**src/rtl/cpu_core.sv**
```systemverilog
// cpu_core: multi-cycle core with 18-bit instructions, fetch/store/keyboard handshakes.
// Define CPU_CORE_STEP_EN to add a dbg_step port that gates each fetch.

// Instruction word: [17:14] opcode, [13:10] rd, [9:6] rs1, [5:2] rs2, [5:0] imm6, [9:0] imm10.
// 0-4 ADD/SUB/AND/OR/XOR, 5 ADDI, 6 LI, 7 CMP, 8-A SHL/SHR/SRA #imm, B JAL, C BR cond,
// D JALR, E STB (rs2 in [13:10]), F with imm6==1 RDKBD; anything else under F halts.
module cpu_core_decode #(
    parameter int DATA_W = 18,
    parameter int REG_AW = 4
) (
    input  logic [17:0]       ir_i,
    output logic              is_alu_o,
    output logic              is_shift_o,
    output logic              is_jump_o,
    output logic              is_store_o,
    output logic              is_kbd_o,
    output logic [REG_AW-1:0] rd_o,
    output logic [REG_AW-1:0] rs1_o,
    output logic [REG_AW-1:0] rs2_o,
    output logic              use_imm_o,
    output logic [DATA_W-1:0] imm_o,
    output logic [2:0]        alu_op_o,
    output logic [1:0]        sh_op_o,
    output logic [2:0]        cond_o,
    output logic              wr_o
);
    logic [3:0]        opc;
    logic [DATA_W-1:0] imm6_s, imm10_s;

    assign opc     = ir_i[17:14];
    assign imm6_s  = {{(DATA_W-6){ir_i[5]}}, ir_i[5:0]};
    assign imm10_s = {{(DATA_W-10){ir_i[9]}}, ir_i[9:0]};

    always_comb begin
        is_alu_o   = 1'b0;
        is_shift_o = 1'b0;
        is_jump_o  = 1'b0;
        is_store_o = 1'b0;
        is_kbd_o   = 1'b0;
        rd_o       = ir_i[10 +: REG_AW];
        rs1_o      = ir_i[6 +: REG_AW];
        rs2_o      = ir_i[2 +: REG_AW];
        use_imm_o  = 1'b0;
        imm_o      = imm6_s;
        alu_op_o   = 3'd0;
        sh_op_o    = 2'd0;
        cond_o     = 3'd0;
        wr_o       = 1'b0;
        case (opc)
            4'h0, 4'h1, 4'h2, 4'h3, 4'h4: begin
                is_alu_o = 1'b1; wr_o = 1'b1; alu_op_o = opc[2:0];
            end
            4'h5: begin is_alu_o = 1'b1; wr_o = 1'b1; use_imm_o = 1'b1; end
            4'h6: begin
                is_alu_o = 1'b1; wr_o = 1'b1; use_imm_o = 1'b1;
                imm_o = imm10_s; alu_op_o = 3'd5;
            end
            4'h7: begin is_alu_o = 1'b1; alu_op_o = 3'd1; end
            4'h8, 4'h9, 4'hA: begin
                is_shift_o = 1'b1; wr_o = 1'b1; use_imm_o = 1'b1; sh_op_o = opc[1:0];
            end
            4'hB: begin is_jump_o = 1'b1; wr_o = 1'b1; use_imm_o = 1'b1; imm_o = imm10_s; end
            4'hC: begin
                is_jump_o = 1'b1; use_imm_o = 1'b1; imm_o = imm10_s; cond_o = ir_i[13:11];
            end
            4'hD: begin is_jump_o = 1'b1; wr_o = 1'b1; rs2_o = ir_i[6 +: REG_AW]; end
            4'hE: begin is_store_o = 1'b1; use_imm_o = 1'b1; rs2_o = ir_i[10 +: REG_AW]; end
            default: begin
                is_kbd_o = (ir_i[5:0] == 6'h01);
                wr_o     = (ir_i[5:0] == 6'h01);
            end
        endcase
    end
endmodule

// SUB reports borrow in c_o, so CMP a,b sets C when a < b unsigned.
module cpu_core_alu #(
    parameter int DATA_W = 18
) (
    input  logic [2:0]        op_i,
    input  logic [DATA_W-1:0] a_i,
    input  logic [DATA_W-1:0] b_i,
    output logic [DATA_W-1:0] y_o,
    output logic              z_o,
    output logic              n_o,
    output logic              c_o
);
    logic [DATA_W:0] s;

    always_comb begin
        s   = '0;
        y_o = '0;
        c_o = 1'b0;
        case (op_i)
            3'd0: begin s = {1'b0, a_i} + {1'b0, b_i}; y_o = s[DATA_W-1:0]; c_o = s[DATA_W]; end
            3'd1: begin s = {1'b0, a_i} - {1'b0, b_i}; y_o = s[DATA_W-1:0]; c_o = s[DATA_W]; end
            3'd2: y_o = a_i & b_i;
            3'd3: y_o = a_i | b_i;
            3'd4: y_o = a_i ^ b_i;
            3'd5: y_o = b_i;
            default: y_o = '0;
        endcase
    end

    assign z_o = (y_o == '0);
    assign n_o = y_o[DATA_W-1];
endmodule

module cpu_core_shifter #(
    parameter int DATA_W = 18
) (
    input  logic [1:0]        op_i,
    input  logic [DATA_W-1:0] a_i,
    input  logic [4:0]        amt_i,
    output logic [DATA_W-1:0] y_o
);
    always_comb begin
        case (op_i)
            2'd0:    y_o = a_i << amt_i;
            2'd1:    y_o = a_i >> amt_i;
            2'd2:    y_o = DATA_W'($signed(a_i) >>> amt_i);
            default: y_o = a_i;
        endcase
    end
endmodule

module cpu_core_jc (
    input  logic [2:0] cond_i,
    input  logic       z_i,
    input  logic       n_i,
    input  logic       c_i,
    output logic       take_o
);
    always_comb begin
        case (cond_i)
            3'd0:    take_o = 1'b1;
            3'd1:    take_o = z_i;
            3'd2:    take_o = ~z_i;
            3'd3:    take_o = n_i;
            3'd4:    take_o = ~n_i;
            3'd5:    take_o = c_i;
            3'd6:    take_o = ~c_i;
            default: take_o = 1'b0;
        endcase
    end
endmodule

module cpu_core #(
    parameter int PC_W        = 11,
    parameter int DATA_W      = 18,
    parameter int REG_AW      = 4,
    parameter int WR_ADDR_W   = 17,
    parameter int WR_DATA_W   = 9,
    parameter int BOOT_CYCLES = 8
) (
    input  logic                 clk,
    input  logic                 rst_n,
    output logic [PC_W-1:0]      i_addr,
    output logic                 i_valid,
    input  logic                 i_ready,
    input  logic [17:0]          i_data,
    input  logic [7:0]           kd,
    input  logic                 kv,
    output logic                 kack,
    output logic [WR_ADDR_W-1:0] bus_wraddr,
    output logic [WR_DATA_W-1:0] bus_wrdata,
    output logic                 bus_wrvalid,
    input  logic                 bus_wrready,
`ifdef CPU_CORE_STEP_EN
    input  logic                 dbg_step,
`endif
    output logic                 halted,
    output logic [3:0]           state_o,
    output logic [PC_W-1:0]      pc_o
);
    localparam int NREG = 2**REG_AW;
    localparam int BCW  = (BOOT_CYCLES > 1) ? $clog2(BOOT_CYCLES) : 1;
    localparam logic [BCW-1:0] BOOT_LAST = BCW'(BOOT_CYCLES - 1);

    typedef enum logic [3:0] {
        S_BOOT = 4'd0, S_FETCH = 4'd1, S_DECODE = 4'd2, S_EX_ALU = 4'd3, S_EX_SHIFT = 4'd4,
        S_EX_JUMP = 4'd5, S_EX_READKBD = 4'd6, S_EX_STB = 4'd7, S_HALTED = 4'd8
    } state_t;

    state_t                state_q, state_d;
    logic [PC_W-1:0]       pc_q, pc_d;
    logic [17:0]           ir_q, ir_d;
    logic [BCW-1:0]        boot_q, boot_d;
    logic [2:0]            flags_q, flags_d;   // {c, n, z}
    logic [DATA_W-1:0]     a_q, a_d, b_q, b_d;
    logic [WR_DATA_W-1:0]  s_q, s_d;
    logic [REG_AW-1:0]     rd_q, rd_d;
    logic [2:0]            alu_op_q, alu_op_d, cond_q, cond_d;
    logic [1:0]            sh_op_q, sh_op_d;
    logic                  wr_q, wr_d;
    logic [DATA_W-1:0]     rf_q [NREG];

    logic                  rf_we;
    logic [REG_AW-1:0]     rf_wa;
    logic [DATA_W-1:0]     rf_wd;

    logic                  dec_alu, dec_shift, dec_jump, dec_store, dec_kbd, dec_use_imm, dec_wr;
    logic [REG_AW-1:0]     dec_rd, dec_rs1, dec_rs2;
    logic [DATA_W-1:0]     dec_imm, alu_y, sh_y;
    logic [2:0]            dec_alu_op, dec_cond;
    logic [1:0]            dec_sh_op;
    logic                  alu_z, alu_n, alu_c, jc_take, fetch_go;

    cpu_core_decode #(.DATA_W(DATA_W), .REG_AW(REG_AW)) u_dec (
        .ir_i(ir_q), .is_alu_o(dec_alu), .is_shift_o(dec_shift), .is_jump_o(dec_jump),
        .is_store_o(dec_store), .is_kbd_o(dec_kbd), .rd_o(dec_rd), .rs1_o(dec_rs1),
        .rs2_o(dec_rs2), .use_imm_o(dec_use_imm), .imm_o(dec_imm), .alu_op_o(dec_alu_op),
        .sh_op_o(dec_sh_op), .cond_o(dec_cond), .wr_o(dec_wr)
    );

    cpu_core_alu #(.DATA_W(DATA_W)) u_alu (
        .op_i(alu_op_q), .a_i(a_q), .b_i(b_q), .y_o(alu_y), .z_o(alu_z), .n_o(alu_n), .c_o(alu_c)
    );

    cpu_core_shifter #(.DATA_W(DATA_W)) u_sh (
        .op_i(sh_op_q), .a_i(a_q), .amt_i(b_q[4:0]), .y_o(sh_y)
    );

    cpu_core_jc u_jc (
        .cond_i(cond_q), .z_i(flags_q[0]), .n_i(flags_q[1]), .c_i(flags_q[2]), .take_o(jc_take)
    );

`ifdef CPU_CORE_STEP_EN
    // One armed fetch per sampled dbg_step; the transfer disarms it.
    logic step_q;
    always_ff @(posedge clk or negedge rst_n) begin
        if (!rst_n) begin
            step_q <= 1'b0;
        end else if (state_q == S_FETCH) begin
            if (step_q && i_ready) step_q <= 1'b0;
            else if (dbg_step)     step_q <= 1'b1;
        end
    end
    assign fetch_go = step_q;
`else
    assign fetch_go = 1'b1;
`endif

    always_ff @(posedge clk or negedge rst_n) begin
        if (!rst_n) begin
            state_q  <= S_BOOT;
            pc_q     <= '0;
            ir_q     <= '0;
            boot_q   <= '0;
            flags_q  <= '0;
            a_q      <= '0;
            b_q      <= '0;
            s_q      <= '0;
            rd_q     <= '0;
            alu_op_q <= '0;
            sh_op_q  <= '0;
            cond_q   <= '0;
            wr_q     <= 1'b0;
            for (int i = 0; i < NREG; i++) rf_q[i] <= '0;
        end else begin
            state_q  <= state_d;
            pc_q     <= pc_d;
            ir_q     <= ir_d;
            boot_q   <= boot_d;
            flags_q  <= flags_d;
            a_q      <= a_d;
            b_q      <= b_d;
            s_q      <= s_d;
            rd_q     <= rd_d;
            alu_op_q <= alu_op_d;
            sh_op_q  <= sh_op_d;
            cond_q   <= cond_d;
            wr_q     <= wr_d;
            if (rf_we) rf_q[rf_wa] <= rf_wd;
        end
    end

    always_comb begin
        state_d     = state_q;
        pc_d        = pc_q;
        ir_d        = ir_q;
        boot_d      = boot_q;
        flags_d     = flags_q;
        a_d         = a_q;
        b_d         = b_q;
        s_d         = s_q;
        rd_d        = rd_q;
        alu_op_d    = alu_op_q;
        sh_op_d     = sh_op_q;
        cond_d      = cond_q;
        wr_d        = wr_q;
        rf_we       = 1'b0;
        rf_wa       = rd_q;
        rf_wd       = '0;
        i_valid     = 1'b0;
        kack        = 1'b0;
        bus_wrvalid = 1'b0;
        case (state_q)
            S_BOOT: begin
                if (boot_q == BOOT_LAST) state_d = S_FETCH;
                else                     boot_d  = boot_q + 1'b1;
            end
            S_FETCH: begin
                i_valid = fetch_go;
                if (fetch_go && i_ready) begin
                    ir_d    = i_data;
                    pc_d    = pc_q + 1'b1;
                    state_d = S_DECODE;
                end
            end
            S_DECODE: begin
                a_d      = rf_q[dec_rs1];
                b_d      = dec_use_imm ? dec_imm : rf_q[dec_rs2];
                s_d      = rf_q[dec_rs2][WR_DATA_W-1:0];
                rd_d     = dec_rd;
                alu_op_d = dec_store ? 3'd0 : dec_alu_op;
                sh_op_d  = dec_sh_op;
                cond_d   = dec_cond;
                wr_d     = dec_wr;
                if (dec_alu)        state_d = S_EX_ALU;
                else if (dec_shift) state_d = S_EX_SHIFT;
                else if (dec_jump)  state_d = S_EX_JUMP;
                else if (dec_store) state_d = S_EX_STB;
                else if (dec_kbd)   state_d = S_EX_READKBD;
                else                state_d = S_HALTED;
            end
            S_EX_ALU: begin
                flags_d = {alu_c, alu_n, alu_z};
                rf_we   = wr_q;
                rf_wd   = alu_y;
                state_d = S_FETCH;
            end
            S_EX_SHIFT: begin
                rf_we   = 1'b1;
                rf_wd   = sh_y;
                state_d = S_FETCH;
            end
            S_EX_JUMP: begin
                // pc_q already points past the jump, so it is the link value
                if (jc_take) begin
                    pc_d  = b_q[PC_W-1:0];
                    rf_we = wr_q;
                    rf_wd = DATA_W'(pc_q);
                end
                state_d = S_FETCH;
            end
            S_EX_READKBD: begin
                if (kv) begin
                    kack    = 1'b1;
                    rf_we   = 1'b1;
                    rf_wd   = DATA_W'(kd);
                    state_d = S_FETCH;
                end
            end
            S_EX_STB: begin
                bus_wrvalid = 1'b1;
                if (bus_wrready) state_d = S_FETCH;
            end
            S_HALTED: state_d = S_HALTED;
            default:  state_d = S_HALTED;
        endcase
    end

    assign i_addr     = pc_q;
    assign bus_wraddr = alu_y[WR_ADDR_W-1:0];
    assign bus_wrdata = s_q;
    assign halted     = (state_q == S_HALTED);
    assign state_o    = state_q;
    assign pc_o       = pc_q;
endmodule

```
**config.mk**
```make
export PLATFORM = sky130hd
export DESIGN_NAME = cpu_core
export DESIGN_NICKNAME = d
export VERILOG_FILES = /design/src/rtl/cpu_core.sv
export SDC_FILE = /design/constraint.sdc
export NUM_CORES = 1
export LEC_CHECK = 0
export CORE_AREA = 5 5 226 228
export DETAILED_ROUTE_END_ITERATION = 10
export DIE_AREA = 0 0 231 233
export GPL_TIMING_DRIVEN = 0
export PLACE_DENSITY = 0.74
export SYNTH_ARGS = -nofsm -noshare
export SYNTH_HDL_FRONTEND = slang
export SYNTH_HIERARCHICAL = 1
export SYNTH_SLANG_ARGS = --single-unit
```
**constraint.sdc**
```tcl
create_clock -name clk -period 7.1 [get_ports clk]
set_input_delay 1.065 -clock clk [delete_from_list [all_inputs] [get_ports clk]]
set_output_delay 1.065 -clock clk [all_outputs]
set_load 0.005 [all_outputs]
```
* Word level (Yosys, flattened, before mapping)
Cells that the tools add are included.
** Operators by class
- $add $sub $neg :: 4
- Order comparisons :: 4
- Equal/unequal tests :: 42
- Shifts and indexed selects :: 3
- Mux-type cells :: 49
- Bitwise gates (word level) :: 10
- Reductions and logical operators :: 22
** Operators with widths (number)
- $bwmux 288 :: 1
- $bmux 18 s4 :: 2
- $mux 18 :: 7
- $pmux 18 s6 :: 1
- $demux 18 s4 :: 1
- $pmux 18 s4 :: 1
- $pmux 18 s3 :: 1
- $mux 4 :: 9
- $mux 11 :: 3
- $eq 4x3->1 const B :: 8
- $eq 4x4->1 const B :: 8
- $pmux 4 s6 :: 1
- $pmux 11 s2 :: 1
- $add 18x18->19 :: 1
- $sub 18x18->19 :: 1
- $and 18x18->18 :: 1
- $eq 3x3->1 const B :: 6
- $logic_not 18->1 :: 1
- $or 18x18->18 :: 1
- $shl 18x5->18 :: 1
- $shr 18x5->18 :: 1
- $sshr 18x5->18 :: 1
- $xor 18x18->18 :: 1
- $eq 4x2->1 const B :: 4
- other kinds (35) :: 71
** Storage, ports and cells
- Register bits :: 385
- Output and inout bits :: 56
- Word-level logic and storage cells :: 163

* Logic depth before layout (Yosys ltp)
- Word-level depth :: 9
- Mapped depth :: 15
- Mapped depth without buffers :: 13

* Cells and area by module
The synthesis kept the hierarchy.
** By module, submodules not included
- cpu_core :: instances 1, cells each 1463, area each 20429.6 sq um
- cpu_core_alu :: instances 1, cells each 470, area each 3128.0 sq um
- cpu_core_shifter :: instances 1, cells each 274, area each 2105.8 sq um
- cpu_core_decode :: instances 1, cells each 94, area each 676.9 sq um
- cpu_core_jc :: instances 1, cells each 10, area each 61.3 sq um

* Worst setup path before layout
Ideal clock, no wire load.
- Kind :: reg-to-output
- From :: register a_q[6]
- To :: output bus_wraddr[16]
- Arrival time :: 2.794 ns
- Path slack :: 3.241 ns
- Cell stages (with the launch flop) :: 11
- Buffers on the path :: 1
- Path through :: dfrtp_1 -> inv_1 -> ha_1 -> clkbuf_1 -> nand2_1 -> nor3_1 -> o211ai_1 -> a21oi_1 -> nand4_1 -> o211a_1 -> o311ai_0
** Between the ends
- Cells in the longest elaborated chain, start to end :: 2
- Elaborated cells between the ends (all ways) :: 3
- Those cells by class :: add/sub (2); mux (1)
** RTL lines
- start: declaration :: line 190 : logic [DATA_W-1:0] a_q, a_d, b_q, b_d;
- start signal: assignment :: line 251 : a_q <= '0;
- start signal: assignment :: line 266 : a_q <= a_d;
- $sub 18x18->19 / $add 18x18->19 (equally long branches) :: line 96, 95
- $pmux 18 s6 (*) :: line 94 : case (op_i)
- end: declaration :: line 165 : output logic [WR_ADDR_W-1:0] bus_wraddr,
Every way passes the cells marked *; elsewhere a longest branch is shown, timed or not.

* Worst setup path in the final report
Same ends and word-level chain as after synthesis.

==> results.md <==
- Clock latency on the worst-skew pair: 0.58 ns
- Max stage delay on crit path: 0.93 ns
- Yosys reg bits: 385
- Routed WL per cell: slightly above 30 um
- Syn-to-layout area delta: 11.74%
- Rel. slew slack: -2.331%
- Slew Limit Fails: 9
- Failing checks: capacitance limit, slew limit
- R2R Path End: rf_q[214]
- F_max: 153.5 MHz
- Initial antenna violation count: 2
- Routed WL: 93380 um
- First drt pass iteration count: 6
- Total setup buffers inserted after CTS: 0
- Die Wd: 231 um
- Post-synth cell types: 103
- WP buf/inv: 3
- Slowest CP cell: o311ai_0
- I/O pins: 87
- Worst reg2reg startpoint: a_q[6]
- Clock skew: 0.02164 ns
- Critical path class: reg2out
- # port buffers: 86
- Cts bufs inserted: between 40 and 50
- Crit path capture type: output port
- Design area: a little under 30000 sq um
- Fin crit share: 91.73%
- Vias in the first global route: 21500
- Sequential share of the synthesized area: roughly 36%
- Max Buffers Root-to-Sink: 3
- Final Hold Fails: 0
- Pre-CTS setup slack: between 1 and 1.5 ns
- Power per cell area: 405.0 nW/um^2
- EDFF count, synth: 0
- Tmin final: approximately 6.5 ns
- Critical Path Start Type: register
- Post-Layout Cell Count: 3096
- Ant. Diodes: 0
- Largest net degree at the start of global routing: 115
- Synth warn: 6
- Slew @ Worst Pin: between 1.5 and 2 ns
- CTS sink count: 385
- Final setup vio count: 0
- Commonest non-fill, non-tap cell in the layout: dfrtp_1
- H-Tree Level Count: 2
- Setup WS post-layout: 0.5874 ns
- Hold Crit Class: in2async
- Crit path DAT: between 5 and 6 ns
- Area after DPL: 28130 sq um
- RSZ-0062 raised after global routing: no
- Leakage: around 13 nW
- FFs w/ async S/R, synth: 100.0%
- CTS Hold Bufs: 0
- Share of layout cells above drive strength 1: 30.64%
- Post-route antenna net violation count: 0
- Post-route DRC violation count: 0
- Global route overflow: 0
- Mapped Cells: roughly 2300
- Drt initial violations: about 2700
- Die area: 53820 sq um
- Initial core utilization: 54.27%
- GR Layer Usage met2: 54.34%
- Worst EP required: 6.03 ns
- Synthesized cell area: 26400 sq um
- Reg2Reg Setup Slack: ~1.6 ns
- Nets@finish: about 2500
- Levels on crit path: 11
- Post-CTS sizing: 0
- Worst r2r path cells: 13
- Busiest grt layer: met2
- CP top delay family: compound AO/OA/AOI/OAI gates
- Status: finished, violations left
- Post-synthesis net count: 2402
- Row count: 81
- Crit path cell chain: inv_1, ha_1, clkbuf_1, nand2_1, nor3_1, o211ai_1, a21oi_1, nand4_1, o211a_1, o311ai_0, clkdlybuf4s50_1
- CP Max Fanout: 13
- Via-per-instance ratio: roughly 7
- Die Y: 233 um
- First-pass GRT wire length: between 100000 and 150000 um
- Vias: 21720
- Ys flop type: dfrtp_1
- Clk slew on worst S/H paths: 0.07 ns
- CTS tree: built
- Met3 usage: 8.517%
- # Max-Cap Violations: 3
- Root Buffer Master: clkbuf_16
- Avg Inst Size Synth: 11.42 sq um
- Tot GR Track Use: between 30 and 40%
- Most frequent cells in the layout: dfrtp_1, mux2_2, mux4_2, nor2_1, nand2_1
- Placer Congestion: 1.002
- Placed wire-length estimate: between 60000 and 70000 um
- Placed insts: 3022
- CORE AREA: ~49000 sq um
- Max VDD drop: between 0.2 and 0.25 mV
- GR Util met1: 45.46%
## power breakdown
group / switching [mW] / total (mW) / internal, mW
Combinational: 3.92 / 6.58 / 2.67
Clock: 0.936 / 2.20 / 1.26
Sequential: 0.627 / 3.17 / 2.54
## per-layer routing
metal | vias to the layer above | share of wire, % | routed length, um
li1 | 8993 | - | -
met1 | 10960 | 38 | 35630
met2 | 1448 | 46 | 42730
met3 | 319 | 11 | 10090
met4 | 4 | 5.2 | 4900
met5 | - | 0.024 | 22
## kinds of logic (layout without fill, tap and decap cells)
family                     count (synthesis)  count (layout)  share of synthesized area [%]
adders and majority gates                 60              60                          2.900
AOI/OAI and AO/OA                        460             460                          11.85
buffers and inverters                    287             450                          5.753
muxes                                    598             598                          32.42
and+or+nand+nor                          512             512                          10.29
xor gates and xnor gates                   9               9                         0.2986
DFF                                      385             385                          36.49
## sequential cells by signal, summed over array words and instances, names as in the netlist
name	flops
bus_wrdata	9
a_q	18
rd_q	4
flags_q	3
wr_q	1
rf_q	288
sh_op_q	2
ir_q	18
state_o	4
alu_op_q	3
i_addr	11
b_q	18
cond_q	3
boot_q	3
## cell usage after synthesis (all sizes together), types with 25 or more instances
cell type / number / area (sq um)
a221oi: 26 / 227.7
nor3: 43 / 280.3
buf: 131 / 929.6
nand2b: 25 / 156.4
mux4: 160 / 3603
a22oi: 31 / 246.5
nor2: 150 / 586.8
dfrtp: 385 / 9634
mux2: 360 / 4174
nand2: 142 / 538.0
inv: 64 / 240.2
mux2i: 78 / 780.8
o21ai: 103 / 519.3
a21oi: 105 / 525.5
clkbuf: 92 / 349.1
ha: 58 / 725.7
## through the flow
step / utilization, % / total power [mW] / setup TNS (ns) / hold slack (ns)
final: 60.64 / 11.95 / 0 / 0.4639
after global routing: 60.64 / 12.43 / 0 / 0.5086
after CTS: 60.61 / 11.78 / 0 / 0.4819
after detailed placement: 57.82 / 9.596 / 0 / 0.4696
after global placement: 57.64 / 9.495 / -4281.93 / 0.4615
after floorplan: - / 7.125 / 0 / 0.4368
## area by class of cell
type                    instances  area, sq um
plain buffers                 223         1279
clock buffers                  59         1246
clock inverters                13        111.4
fillers                      3891        19150
well taps                     622        778.2
inverters                      64        240.2
repair buffers                 91        963.4
multi-input cells            1639        15250
flip-flops and latches        385         9634
## worst max path at each step
| stage | startpoint | to | slack (ns) |
|---|---|---|---|
| 2_1_floorplan | a_q[6] | bus_wraddr[16] | 3.24 |
| 3_3_place_gp | rst_n | b_q[12] | -11.15 |
| 3_5_place_dp | a_q[6] | bus_wraddr[16] | 1.28 |
| 4_1_cts | a_q[6] | bus_wraddr[16] | 0.64 |
| 5_1_grt | a_q[6] | bus_wraddr[16] | 0.40 |
| 6_report | a_q[6] | bus_wraddr[16] | 0.59 |
## worst reg2reg max path: stages, from the launching register on
cell,delay [ns]
dfrtp_1,0.70
inv_1,0.11
ha_1,0.30
clkbuf_1,0.32
nand2_1,0.17
nor3_1,0.48
o211ai_1,0.21
a21oi_1,0.49
nand4_1,0.22
o211a_1,0.29
o311ai_0,0.93
a22o_1,0.57
clkbuf_1,0.42
mux2_2,0.25
(Power assumes the default switching activity.)
